**config.mk**
```make
export PLATFORM = sky130hd
export DESIGN_NAME = mem_port_arbiter
export DESIGN_NICKNAME = d
export VERILOG_FILES = /design/src/rtl/mem_port_arbiter_pkg.sv /design/src/rtl/mem_port_arbiter.sv
export SDC_FILE = /design/constraint.sdc
export NUM_CORES = 1
export LEC_CHECK = 0
export ABC_AREA = 1
export CAP_MARGIN = 20
export CORE_ASPECT_RATIO = 1.1
export CORE_MARGIN = 5
export CORE_UTILIZATION = 36
export DETAILED_ROUTE_END_ITERATION = 12
export GPL_ROUTABILITY_DRIVEN = 0
export PLACE_DENSITY = 0.81
export SLEW_MARGIN = 20
export SYNTH_ARGS = -nofsm -noshare
export SYNTH_HDL_FRONTEND = slang
export SYNTH_SLANG_ARGS = --single-unit
```
**constraint.sdc**
```tcl
create_clock -name clk -period 2.23 [get_ports clk]
set_input_delay 0.446 -clock clk [delete_from_list [all_inputs] [get_ports clk]]
set_output_delay 0.446 -clock clk [all_outputs]
set_load 0.01 [all_outputs]
```
**src/rtl/mem_port_arbiter_pkg.sv**
```systemverilog
// Shared definitions for the fetch/data memory port arbiter and the core stall wiring.
package mem_port_arbiter_pkg;

    typedef enum logic [1:0] {
        IDLE = 2'd0,
        REQ  = 2'd1,
        RESP = 2'd2
    } arb_state_t;

    typedef enum logic {
        OWN_IF = 1'b0,
        OWN_D  = 1'b1
    } arb_owner_t;

    localparam logic [3:0] STARVE_CNT_MAX = 4'd15;

    function automatic logic [3:0] starve_inc(input logic [3:0] v);
        return (v == STARVE_CNT_MAX) ? v : v + 4'd1;
    endfunction

endpackage

```
**src/rtl/mem_port_arbiter.sv**
```systemverilog
// Arbitrates instruction fetch and load/store traffic onto one single-ported memory.
// Data wins by default; a starvation counter forces a pending fetch through.
module mem_port_arbiter
    import mem_port_arbiter_pkg::*;
#(
    parameter int ADDR_W       = 32,
    parameter int DATA_W       = 32,
    parameter int STARVE_LIMIT = 4
) (
    input  logic                  clk,
    input  logic                  rst_n,

    input  logic                  if_req,
    input  logic [ADDR_W-1:0]     if_addr,
    output logic [DATA_W-1:0]     if_rdata,
    output logic                  if_valid,
    output logic                  if_stall,

    input  logic                  d_req,
    input  logic                  d_we,
    input  logic [ADDR_W-1:0]     d_addr,
    input  logic [DATA_W-1:0]     d_wdata,
    input  logic [DATA_W/8-1:0]   d_wstrb,
    output logic [DATA_W-1:0]     d_rdata,
    output logic                  d_valid,
    output logic                  d_stall,

    output logic                  mem_req,
    output logic                  mem_we,
    output logic [ADDR_W-1:0]     mem_addr,
    output logic [DATA_W-1:0]     mem_wdata,
    output logic [DATA_W/8-1:0]   mem_wstrb,
    input  logic                  mem_gnt,
    input  logic                  mem_rvalid,
    input  logic [DATA_W-1:0]     mem_rdata
);

    localparam int STRB_W = DATA_W / 8;
    localparam logic [3:0] LIMIT = STARVE_LIMIT[3:0];

    arb_state_t          state_q, state_d;
    arb_owner_t          owner_q, owner_d;
    logic [3:0]          cnt_q, cnt_d;
    logic                mem_we_q, mem_we_d;
    logic [ADDR_W-1:0]   mem_addr_q, mem_addr_d;
    logic [DATA_W-1:0]   mem_wdata_q, mem_wdata_d;
    logic [STRB_W-1:0]   mem_wstrb_q, mem_wstrb_d;
    logic                done;
    logic                fetch_win;

    always_comb begin
        state_d     = state_q;
        owner_d     = owner_q;
        cnt_d       = cnt_q;
        mem_we_d    = mem_we_q;
        mem_addr_d  = mem_addr_q;
        mem_wdata_d = mem_wdata_q;
        mem_wstrb_d = mem_wstrb_q;
        done        = 1'b0;
        fetch_win   = 1'b0;

        case (state_q)
            IDLE: begin
                if (if_req || d_req) begin
                    // A lone fetch always wins; against data only once starved.
                    fetch_win = if_req && (!d_req || cnt_q >= LIMIT);
                    state_d   = REQ;
                    if (fetch_win) begin
                        owner_d     = OWN_IF;
                        cnt_d       = 4'd0;
                        mem_we_d    = 1'b0;
                        mem_addr_d  = if_addr;
                        mem_wdata_d = '0;
                        mem_wstrb_d = '0;
                    end else begin
                        owner_d     = OWN_D;
                        cnt_d       = if_req ? starve_inc(cnt_q) : 4'd0;
                        mem_we_d    = d_we;
                        mem_addr_d  = d_addr;
                        mem_wdata_d = d_wdata;
                        mem_wstrb_d = d_we ? d_wstrb : '0;
                    end
                end
            end
            REQ: begin
                if (mem_gnt) begin
                    if (mem_rvalid) begin
                        done    = 1'b1;
                        state_d = IDLE;
                    end else begin
                        state_d = RESP;
                    end
                end
            end
            RESP: begin
                if (mem_rvalid) begin
                    done    = 1'b1;
                    state_d = IDLE;
                end
            end
            default: state_d = IDLE;
        endcase
    end

    always_ff @(posedge clk or negedge rst_n) begin
        if (!rst_n) begin
            state_q     <= IDLE;
            owner_q     <= OWN_D;
            cnt_q       <= 4'd0;
            mem_we_q    <= 1'b0;
            mem_addr_q  <= '0;
            mem_wdata_q <= '0;
            mem_wstrb_q <= '0;
        end else begin
            state_q     <= state_d;
            owner_q     <= owner_d;
            cnt_q       <= cnt_d;
            mem_we_q    <= mem_we_d;
            mem_addr_q  <= mem_addr_d;
            mem_wdata_q <= mem_wdata_d;
            mem_wstrb_q <= mem_wstrb_d;
        end
    end

    assign mem_req   = (state_q == REQ);
    assign mem_we    = mem_we_q;
    assign mem_addr  = mem_addr_q;
    assign mem_wdata = mem_wdata_q;
    assign mem_wstrb = mem_wstrb_q;

    // Completion is a same-cycle pass-through of the memory response.
    assign if_valid = done && (owner_q == OWN_IF);
    assign d_valid  = done && (owner_q == OWN_D);
    assign if_rdata = if_valid ? mem_rdata : '0;
    assign d_rdata  = d_valid  ? mem_rdata : '0;

    assign if_stall = if_req && !if_valid;
    assign d_stall  = d_req  && !d_valid;

endmodule

```
-- Word-level counts from Yosys, hierarchy flattened
Cells that the tools add are included.
- register bits after elaboration: 76
- input bits: 139
- output and inout bits: 138
- word-level logic and storage cells: 50
- $add $sub $neg: 1
- order comparisons: 1
- equal/unequal tests: 7
- mux-type cells: 19
- bitwise gates (word level): 1
- reduce and logical (&&, ||, !) cells: 14
- operator list (operator ; count):
    2-to-1 mux 32 bit ; 4
    2-to-1 mux 4 bit ; 5
    2-to-1 mux 2 bit ; 4
    case mux 2 bit (3 select lines) ; 1
    AND reduction 3 bit ; 2
    logical AND 1 bit ; 5
    adder 4 x 1 -> 4 bit, second input constant ; 1
    equality test 4 bit, second input constant ; 1
    >= comparator 4 x 3 -> 1 bit, second input constant ; 1
    2-to-1 mux 1 bit ; 4
    inequality test 2 bit, second input constant ; 2
    zero test 1 bit ; 3
    inequality test 3 bit, second input constant ; 1
    equality test 2 x 1 -> 1 bit, second input constant ; 1
    equality test 2 bit, second input constant ; 1
    zero test 2 bit ; 1
    logical OR 1 bit ; 2
    inequality test 2 x 1 -> 1 bit, second input constant ; 1
    case mux 1 bit (2 select lines) ; 1
    AND reduction 2 bit ; 1
    NOT 1 bit ; 1

-- Logic depth before layout (Yosys ltp)
- depth in word-level cells: 6
- depth in mapped cells: 9
- mapped depth without buffers: 8

-- Least setup slack after synthesis
OpenSTA, ideal clock, no wires.
- path kind: reg-to-output
- start: reg state_q[1]
- end: out d_rdata[22]
- arrival: 1481 ps
- data required time: 1784 ps
- setup slack: 303 ps
- cell stages (with the launch flop): 8
- buffers on the path: 1
- cells stage by stage: dfrtp_1 -> inv_1 -> ha_1 -> inv_2 -> o21bai_1 -> nand3_1 -> clkbuf_1 -> nor2_1
- word-level cells in the longest chain between the ends: 4
- elaborated cells on any way between the ends: 5
- classes of those cells: eq/ne (2); mux (2); reduce/logical (1)
- ends and longest elaborated chain (what ; line ; text):
    start, declared ; mem_port_arbiter.sv:41 ; arb_state_t state_q, state_d;
    start signal, assigned ; mem_port_arbiter.sv:115 ; state_q <= state_d;
    equality test 2 x 1 -> 1 bit ; -- ;
    via mem_req ; mem_port_arbiter.sv:28 ; output logic mem_req,
    case mux 1 bit (2 select lines) ; mem_port_arbiter.sv:62 ; case (state_q)
    logical AND 1 bit ; mem_port_arbiter.sv:133 ; assign d_valid = done && (owner_q == OWN_D);
    2-to-1 mux 32 bit ; mem_port_arbiter.sv:135 ; assign d_rdata = d_valid ? mem_rdata : '0;
    end, declared ; mem_port_arbiter.sv:24 ; output logic [DATA_W-1:0] d_rdata,
The timed path passes the listed nets, and every way through them passes these cells.

-- Final worst setup path
- start: reg state_q[1]
- end: out d_rdata[30]
- word-level cells in the longest chain between the ends: 4
- elaborated cells on any way between the ends: 5
- classes of those cells: eq/ne (2); mux (2); reduce/logical (1)
- ends and longest elaborated chain (what ; line):
    equality test 2 bit / equality test 2 x 1 -> 1 bit (equally long branches) ; mem_port_arbiter.sv:62
    case mux 1 bit (2 select lines) (*) ; mem_port_arbiter.sv:62
    logical AND 1 bit (*) ; mem_port_arbiter.sv:133
    2-to-1 mux 32 bit (*) ; mem_port_arbiter.sv:135
Mark *: on every way between the ends. The rest lies on a longest branch, timed or not.

==> out/qor.yml <==
pwr:
  pwr-share-clk_pct: 18.7
  p_sw_share_pct: 36.5
  intPower_mw: 5.12
  power_frac_seq_pct: 29.3
  irDropWorstVdd_mv: 0.527
  power_density_nw_per_um2: 1020
  p_total_mw: 8.05
  netSwitchingPower_mw: 2.94
  combPwrFrac_pct: 52.0
  p_leak_nw: 4.14
die:
  io_pins: 277
  dieWidth_um: 112
  die-area_sq_um: 13600
  die_h_um: 122
  num_rows: 41
  coreArea_sq_um: 11300
  start_util_pct: 36.2
cts:
  clk_pin_slew_ns: 0.06
  cts_tree: "built"
  clk_root_buffer_cell: "clkbuf_16"
  cts_buffers: 9
  clk_path_buf_depth: 2
  clkSinkCount: 76
  insertion_delay_ns: 0.32
  htreeDepth: 3
  ctsHoldBuffers: 0
critical_path:
  end_kind: "primary output"
  crit_chain: "inv_2 > ha_4 > inv_4 > o21bai_4 > nand3_4 > buf_12 > clkbuf_16 > nor2_1 > buf_2"
  cp_slowest_stage_delay_ns: 0.38
  startpoint_type: "flip-flop"
  criticalPathCategory: "flip-flop to primary output"
  cp_data_arrival_time_ns: 1.97
  path_max_fanout: 8
  cp.required_ns: 1.78
  slowest_stage: "dfrtp_1"
timing:
  hold_viol: 0
  finClkSkew_ns: 0.00798
  finalMaxSlewViolations: 0
  final.setup.worst_slack_ns: -0.181
  rsz0062_at_grt: "true"
  period_needed_ns: 2.41
  relSlewSlack_pct: 65.9
  max_clock_freq_ghz: 0.415
  setup_viol: 64
  fin_crit_sh_pct: 108
  worstMarginPinSlew_ns: 0.511
final_layout:
  diodes: 0
  nNetsFinal: 1031
  nFillCells: 912
  fin_util_pct: 69.7
  drive_gt1_share_pct: 20.7
  syn2layout_area_growth_pct: 92.4
synthesis:
  synth_warnings: 0
  seq_area_frac_synth_pct: 46.4
  synthTopCellsByArea: "dfrtp_1, nand2_1, nand3_1"
  synth_fp_nets: 745
  syn_inst: 602
  ys_types: 17
  synth_top_cell_by_area: "dfrtp_1"
  ys_seq_elements: 76
  syn_area_sq_um: 4100
  avgSynthCellArea_sq_um: 6.82
  synth_top_cell_area_share_pct: 45.7
grt:
  grt_pass1_wl_mm: 23.5
  antenna_found_initial: 1
  overflow: 0
  grt_usage_pct: 21.7
  grt_pass1_vias: 4549
  grt_max_degree: 48
route:
  wire_per_inst_um: 15.7
  drc: 0
  via_per_inst: 4.64
  drt_iter0_markers: 188
  routed_wl_mm: 16.3
  vias: 4840
  detail-route-antenna-nets: 0
  first_pass_iters: 4
status:
  violations: "setup timing"
  status: "finished with violations"
placement:
  hpwl_mm: 11.5
  port_buffers: 276
min_path:
  hold_path_class: "input port to asynchronous set/reset pin"
job:
  maxCapViolations: 0
worst max-delay path, delay by kind of cell, from the launching register on:
family / cells / cell delay [ns]
buffers and inverters: 5 / 0.62
flip-flops: 1 / 0.38
AND/OR/NAND/NOR: 2 / 0.26
AO/OA/AOI/OAI: 1 / 0.20
adder cells (fa/ha/maj): 1 / 0.17
metrics by stage:
step	cell area [sq um]	worst slack [ns]	instances	hold WS, ns	setup TNS, ns
2_1_floorplan	4100	0.303	602	0.150	0
3_3_place_gp	7110	-0.360	1010	0.447	-18.97
3_5_place_dp	7110	-0.382	1010	0.451	-20.83
4_1_cts	7320	-0.0698	1033	0.100	-1.61
5_1_grt	7900	-0.270	1042	0.114	-10.71
6_report	7900	-0.181	1042	0.0921	-4.39
placed cells by master (no fill, tap or decap), types with 2 or more instances in the layout:
cell type,count
buf_12,9
buf_16,3
buf_2,35
buf_4,16
buf_6,37
bufinv_16,2
clkbuf_16,11
clkdlybuf4s50_1,206
clkinv_2,2
dfrtp_1,75
ha_4,2
inv_1,103
inv_2,9
nand2_1,191
nand2_4,2
nand3_1,97
nand3_4,2
nand3b_1,4
nor2_1,22
nor2_2,16
nor2_4,30
nor3_1,2
o21ai_1,3
synth_stat cells:
cell,n
buf_2,17
buf_6,1
clkbuf_1,17
dfrtp_1,75
dfstp_2,1
ha_1,4
inv_1,107
inv_2,7
nand2_1,194
nand3_1,99
nand3b_1,4
nor2_1,68
nor3_1,2
o21ai_0,1
o21ai_1,3
o21ai_4,1
o21bai_1,1
layer usage:
layer	GRT usage [%]	vias up	share of wire (%)
met2	39.5	198	54
met4	11.2	2	3.4
met3	5.81	34	6.9
met1	23.1	2243	35
met5	0	-	0.067
li1	-	2363	-
cells by family after synthesis:
kind of cell / synth area share (%)
fa+ha+maj: 1.22
compound gates: 1.07
flops: 46.4
simple gates: 37.0
buf+inv: 14.3
sequential cells by signal (all words and copies together) (netlist names):
name       count
mem_wdata     32
mem_addr      32
cnt_q          4
owner_q        1
mem_we         1
state_q        2
mem_wstrb      4
final timing paths:
check | slack (ns) | start | end | depth (start not counted)
worst max-delay path | -0.18 | state_q[1] | d_rdata[30] | 9
worst min-delay path | 0.09 | rst_n | mem_addr[20] | 1
worst max register to register | 0.74 | state_q[0] | state_q[1] | 8
worst min register to register | 0.47 | mem_wstrb[1] | mem_wstrb[1] | 2
max in group asynchronous | 1.55 | rst_n | mem_wdata[29] | 2
min in group clk | 0.47 | mem_wstrb[1] | mem_wstrb[1] | 2
power by group through the flow:
stage / Clock, mW / Sequential, mW / Combinational, mW
6_report: 1.50 / 2.36 / 4.19
5_1_grt: 1.60 / 2.44 / 4.54
4_1_cts: 1.55 / 2.36 / 3.96
3_5_place_dp: 0 / 2.36 / 3.86
3_3_place_gp: 0 / 2.33 / 3.81
2_1_floorplan: 0 / 2.63 / 1.39
final cells by class:
| class | count | area, sq um | area share (%) |
|---|---|---|---|
| clock buffer | 10 | 229 | 2.90 |
| clock inverter | 5 | 77.6 | 0.982 |
| inverter | 114 | 435 | 5.51 |
| multi-input combinational | 377 | 1960 | 24.8 |
| sequential | 76 | 1900 | 24.1 |
| tap | 150 | 188 | 2.38 |
| timing repair buffer | 310 | 3100 | 39.3 |
what timing repair did:
action | CTS | global route
endpoints found under the setup margin | 68 | 68
setup buffers | 4 | 8
cloned | 4 | 2
pin swaps | 3 | 8
gates resized for setup | 276 | 138
Power figures use the tool's default switching activity.
